$ cat src/rtl/result_demux_1to8_pkg.sv
// result_demux_1to8_pkg: shared widths and state encoding for the result distributor
package result_demux_1to8_pkg;
  localparam int WIDTH = 64;
  localparam int N_DEST = 8;
  localparam int SEL_W = 3;
  localparam int CNT_W = 16;
  typedef enum logic {EMPTY = 1'b0, FULL = 1'b1} state_t;
endpackage

$ cat src/rtl/result_demux_1to8_if.sv
// result_demux_1to8_if: upstream handshake, per-destination handshakes and drop status
interface result_demux_1to8_if import result_demux_1to8_pkg::*; #(
  parameter int CW = CNT_W
);
  logic in_valid;
  logic in_ready;
  logic [WIDTH-1:0] in_data;
  logic [SEL_W-1:0] in_sel;
  logic [N_DEST-1:0] dest_en;
  logic [N_DEST-1:0] out_valid;
  logic [N_DEST-1:0] out_ready;
  logic [WIDTH-1:0] out_data;
  logic drop_pulse;
  logic [CW-1:0] drop_count;
  modport master (
    output in_valid, in_data, in_sel, dest_en, out_ready,
    input in_ready, out_valid, out_data, drop_pulse, drop_count
  );
  modport slave (
    input in_valid, in_data, in_sel, dest_en, out_ready,
    output in_ready, out_valid, out_data, drop_pulse, drop_count
  );
endinterface

$ cat src/rtl/result_demux_1to8_dec_3to8.sv
// dec_3to8: binary to one-hot decoder with enable
module dec_3to8 import result_demux_1to8_pkg::*; (
  input logic en,
  input logic [SEL_W-1:0] sel,
  output logic [N_DEST-1:0] y
);
  // all-zero when disabled so an empty holding register never raises a valid
  always_comb y = en ? N_DEST'(1) << sel : '0;
endmodule

$ cat src/rtl/result_demux_1to8.sv
// result_demux_1to8: registered 1-to-8 result distributor with drop counter
module result_demux_1to8 import result_demux_1to8_pkg::*; #(
  parameter int CNT_W = result_demux_1to8_pkg::CNT_W
) (
  input logic clk,
  input logic rst_n,
  result_demux_1to8_if.slave bus
);
  state_t state_q;
  logic [WIDTH-1:0] data_q;
  logic [SEL_W-1:0] sel_q;
  logic [CNT_W-1:0] cnt_q;
  logic drop_q;
  logic full, sel_rdy, drain, accept, load, drop;
  // handshake decode; only the held destination's ready matters
  always_comb begin
    full = state_q == FULL;
    sel_rdy = bus.out_ready[sel_q];
    drain = full && sel_rdy;
    bus.in_ready = rst_n && (!full || sel_rdy);
    accept = bus.in_valid && bus.in_ready;
    load = accept && bus.dest_en[bus.in_sel];
    drop = accept && !bus.dest_en[bus.in_sel];
  end
  // holding register, state and saturating drop counter
  always_ff @(posedge clk) begin
    if (!rst_n) begin
      state_q <= EMPTY;
      data_q <= '0;
      sel_q <= '0;
      cnt_q <= '0;
      drop_q <= 1'b0;
    end else begin
      drop_q <= drop;
      if (drop && cnt_q != '1) cnt_q <= cnt_q + 1'b1;
      if (load) begin
        data_q <= bus.in_data;
        sel_q <= bus.in_sel;
        state_q <= FULL;
      end else if (drain) begin
        state_q <= EMPTY;
      end
    end
  end
  dec_3to8 u_dec (.en(full), .sel(sel_q), .y(bus.out_valid));
  assign bus.out_data = data_q;
  assign bus.drop_pulse = drop_q;
  assign bus.drop_count = cnt_q;
endmodule

$ cat src/flat_wrapper.sv
// flat-port wrapper written by rule: the top's interface ports become plain ports
module result_demux_1to8_flat import result_demux_1to8_pkg::*;
#(
  parameter int CNT_W = result_demux_1to8_pkg::CNT_W
)
  (clk, rst_n, bus_in_valid, bus_in_data, bus_in_sel, bus_dest_en, bus_out_ready, bus_in_ready, bus_out_valid, bus_out_data, bus_drop_pulse, bus_drop_count);
  result_demux_1to8_if bus_i ();
  input logic clk;
  input logic rst_n;
  input wire logic [$bits(bus_i.in_valid)-1:0] bus_in_valid;
  input wire logic [$bits(bus_i.in_data)-1:0] bus_in_data;
  input wire logic [$bits(bus_i.in_sel)-1:0] bus_in_sel;
  input wire logic [$bits(bus_i.dest_en)-1:0] bus_dest_en;
  input wire logic [$bits(bus_i.out_ready)-1:0] bus_out_ready;
  output wire logic [$bits(bus_i.in_ready)-1:0] bus_in_ready;
  output wire logic [$bits(bus_i.out_valid)-1:0] bus_out_valid;
  output wire logic [$bits(bus_i.out_data)-1:0] bus_out_data;
  output wire logic [$bits(bus_i.drop_pulse)-1:0] bus_drop_pulse;
  output wire logic [$bits(bus_i.drop_count)-1:0] bus_drop_count;
  assign bus_i.in_valid = bus_in_valid;
  assign bus_i.in_data = bus_in_data;
  assign bus_i.in_sel = bus_in_sel;
  assign bus_i.dest_en = bus_dest_en;
  assign bus_i.out_ready = bus_out_ready;
  assign bus_in_ready = bus_i.in_ready;
  assign bus_out_valid = bus_i.out_valid;
  assign bus_out_data = bus_i.out_data;
  assign bus_drop_pulse = bus_i.drop_pulse;
  assign bus_drop_count = bus_i.drop_count;
  result_demux_1to8 #(.CNT_W(CNT_W)) u_core (.clk(clk), .rst_n(rst_n), .bus(bus_i));
endmodule
$ cat config.mk
export PLATFORM = sky130hd
export DESIGN_NAME = result_demux_1to8_flat
export DESIGN_NICKNAME = d
export VERILOG_FILES = /design/src/rtl/result_demux_1to8_pkg.sv /design/src/rtl/result_demux_1to8_if.sv /design/src/rtl/result_demux_1to8_dec_3to8.sv /design/src/rtl/result_demux_1to8.sv /design/src/flat_wrapper.sv
export SDC_FILE = /design/constraint.sdc
export NUM_CORES = 1
export LEC_CHECK = 0
export BUFFER_PORTS_ARGS = -buffer_cell sky130_fd_sc_hd__buf_4
export CORE_UTILIZATION = 30
export DETAILED_ROUTE_END_ITERATION = 10
export PLACE_DENSITY = 0.65
export SYNTH_ARGS = -nofsm -noshare
export SYNTH_HDL_FRONTEND = slang
export SYNTH_SLANG_ARGS = --single-unit
$ cat constraint.sdc
create_clock -name clk -period 5.2 [get_ports clk]
set_input_delay 1.04 -clock clk [delete_from_list [all_inputs] [get_ports clk]]
set_output_delay 1.04 -clock clk [all_outputs]
set_load 0.03 [all_outputs]
==> reports/results.ini <==
[detailed_routing]
drt_first_pass_iters = 4
num_vias = 3767
drt_iter0_markers = 308
vias_per_cell = 5.11
wl_per_cell_um = 14.1
wl_um = 10400
drtAntennaViolNets = 0
drcViolationCount = 0

[global_route]
first_global_vias = 3528
grtUsageTotal = 0.171
grt_max_degree = 78
grt_overflow_total = 0
grt_pass1_wl_um = 17400
antenna_found_initial = 0

[flow_run]
maxCapViolations = 0

[cts]
cts_tree = done
clockBufferDepth = 2
cts_max_level = 3
clock_sinks = 85
clkTransAtPathRegs_ns = 0.06
cts_resized = 0
ctsHoldBuffers = 0
cts_root_buffer = clkbuf_16
clk_latency_ns = 0.33
post_cts_buffers = 0
numCtsBuffers = 9

[critical_path]
r2r-end = u_core.bus.drop_count[8]
endpoint_kind = register
cp.required_ns = 5.36
start_kind = primary input
crit_type = primary input to register
path_max_fanout = 77
reg2reg_depth = 5
arrival_ns = 3.48
r2r_slack_ns = 2.38
critPathLaunch = bus_in_sel[1]
crit_end = u_core.bus.out_data[53]
worstReg2RegStart = u_core.sel_q[1]

[synthesis]
synth.distinct_cells = 38
syn_area_sq_um = 3530
ys_ff_latch = 85
synthCells = 440
ys_seq_area_frac = 0.483
yosysWarningCount = 0
avgSynthCellArea_sq_um = 8.01
synth_fp_nets = 527

[timing]
fmax_ghz = 0.301
min_period_over_period = 0.639
final_max_slew_viol_count = 0
fin_crit_ns = 3.32
setup_viol = 0
rsz0062_at_grt = no
worst-slew-pin-transition_ns = 1.03
relSlewSlack = 0.314
setup_tns_ns = 0
clock-skew-final_ns = 0.00554
hold_violations = 0

[finish]
drive_above_1_share = 0.327
n_antenna_cell = 0
fin_nets = 677
stdcell_count = 737
finish.instance_area_sq_um = 5200
fin_util = 0.456
final_cell_mix = 177 x buf_4, 85 x dfxtp_1, 82 x nand2_1, 76 x nand3_1, 67 x o21ai_0
area_growth_pct = 47.6
layout_commonest_cell = buf_4

[placed_design]
portBuffers = 175
dpl_cell_area_sq_um = 4890
dp_hpwl_um = 6860
gp_congestion = 0.794
dp.cells = 722

[die]
core_area_sq_um = 11400
pin_count = 176
dieHeight_um = 110
fp.dieW_um = 110
rows = 39
dieArea_sq_um = 12200
initial_utilization = 0.309

[run_status]
status = completed

[pwr]
p_switching_w = 0.000468
power_w = 0.00171
p_clk_frac = 0.395
p_int_w = 0.00124
seq_power_share = 0.422
power_density_nw_per_um2 = 329
sw_frac_of_total = 0.273
vdd_ir_drop_max_v = 0.000183
p_leak_nw = 2.16
p_comb_frac = 0.183

[min_path]
hold_path_class = register to register

-- flip-flops by register name, summed over array words and instances, names as in the netlist --
name,flops
u_core.bus.out_data,64
u_core.bus.drop_count,16
u_core.sel_q,3
u_core.full,1
u_core.bus.drop_pulse,1
-- Yosys cell counts --
cell type  count  area share
dfxtp_1       85        0.48
nand2_1       82       0.087
nand3_1       76        0.11
o21ai_0       67       0.095
clkbuf_1      30       0.032
a21oi_1       11       0.016
nor2_1         9      0.0096
nor3_1         8       0.011
o31ai_1        8       0.017
mux2i_1        7       0.020
or4_1          6       0.013
buf_1          5      0.0053
inv_1          5      0.0053
nand4_1        5      0.0089
and3_1         4      0.0071
buf_2          3      0.0043
and2_1         2      0.0035
and4_1         2      0.0050
mux4_1         2       0.015
nand2b_1       2      0.0035
nor3b_1        2      0.0043
o2111ai_1      2      0.0050
o21a_1         2      0.0043
a211oi_1       1      0.0021
a21o_1         1      0.0021
a22oi_1        1      0.0021
a31oi_1        1      0.0018
and3b_1        1      0.0025
ha_1           1      0.0035
mux2_4         1      0.0043
nand4b_1       1      0.0025
nor4_1         1      0.0018
nor4b_1        1      0.0025
o211ai_1       1      0.0021
o311ai_0       1      0.0025
o31a_1         1      0.0025
o41ai_1        1      0.0025
or4b_1         1      0.0028
-- worst min path at each step --
| stage | start | to | slack (ns) | cells past startpoint |
|---|---|---|---|---|
| after floorplan | u_core.sel_q[2] | u_core.sel_q[2] | 0.51 | 2 |
| after CTS | u_core.bus.out_data[23] | u_core.bus.out_data[23] | 0.46 | 2 |
| after detailed placement | u_core.bus.out_data[23] | u_core.bus.out_data[23] | 0.45 | 2 |
| after global routing | u_core.bus.out_data[1] | u_core.bus.out_data[1] | 0.47 | 2 |
| after global placement | u_core.bus.out_data[19] | u_core.bus.out_data[19] | 0.44 | 2 |
| final | u_core.bus.out_data[7] | u_core.bus.out_data[7] | 0.46 | 2 |
-- worst max-delay path: stages --
cell and delay (ns):
buf_4 0.13, mux4_1 0.34, mux2_4 0.69, and2_2 0.96, o21ai_0 0.25
-- kinds of logic after synthesis --
| logic type | after synthesis | share of synthesized area |
|---|---|---|
| flops | 85 | 0.483 |
| mux | 10 | 0.0390 |
| buf+inv | 43 | 0.0468 |
| compound gates | 98 | 0.155 |
| fa+ha+maj | 1 | 0.00355 |
| simple gates | 203 | 0.273 |
-- cell type report --
class                   instances  area [sq um]
clock inverters                 4          72.6
multi-input cells             312          1660
clock buffers                  11           243
well taps                     143           179
repair buffers                177          1330
flip-flops and latches         85          1700
fillers                      1131          6210
inverters                       5          18.8
-- per-layer routing --
layer	wire (um)	vias to the layer above	part of all wire	GRT usage
met5	0	-	0	0
met4	169	0	0.016	0.0720
met3	689	13	0.066	0.0401
met2	4940	151	0.48	0.276
met1	4560	1747	0.44	0.219
li1	-	1856	-	-
-- power groups by stage --
stage          logic (W)  clock network [W]  registers [W]
6_report        0.000313           0.000677       0.000723
5_1_grt         0.000338           0.000726       0.000728
3_3_place_gp    0.000310                  0       0.000736
3_5_place_dp    0.000315                  0       0.000737
2_1_floorplan   0.000103                  0       0.000808
4_1_cts         0.000315           0.000697       0.000723
-- through the flow --
| step | worst slack [ns] | hold WS (ns) |
|---|---|---|
| 3_3_place_gp | 1.61 | 0.445 |
| 2_1_floorplan | 2.26 | 0.514 |
| 5_1_grt | 1.64 | 0.472 |
| 4_1_cts | 1.84 | 0.462 |
| 3_5_place_dp | 1.48 | 0.453 |
| 6_report | 1.88 | 0.459 |
Note: power is estimated with default switching activity, not from simulation.
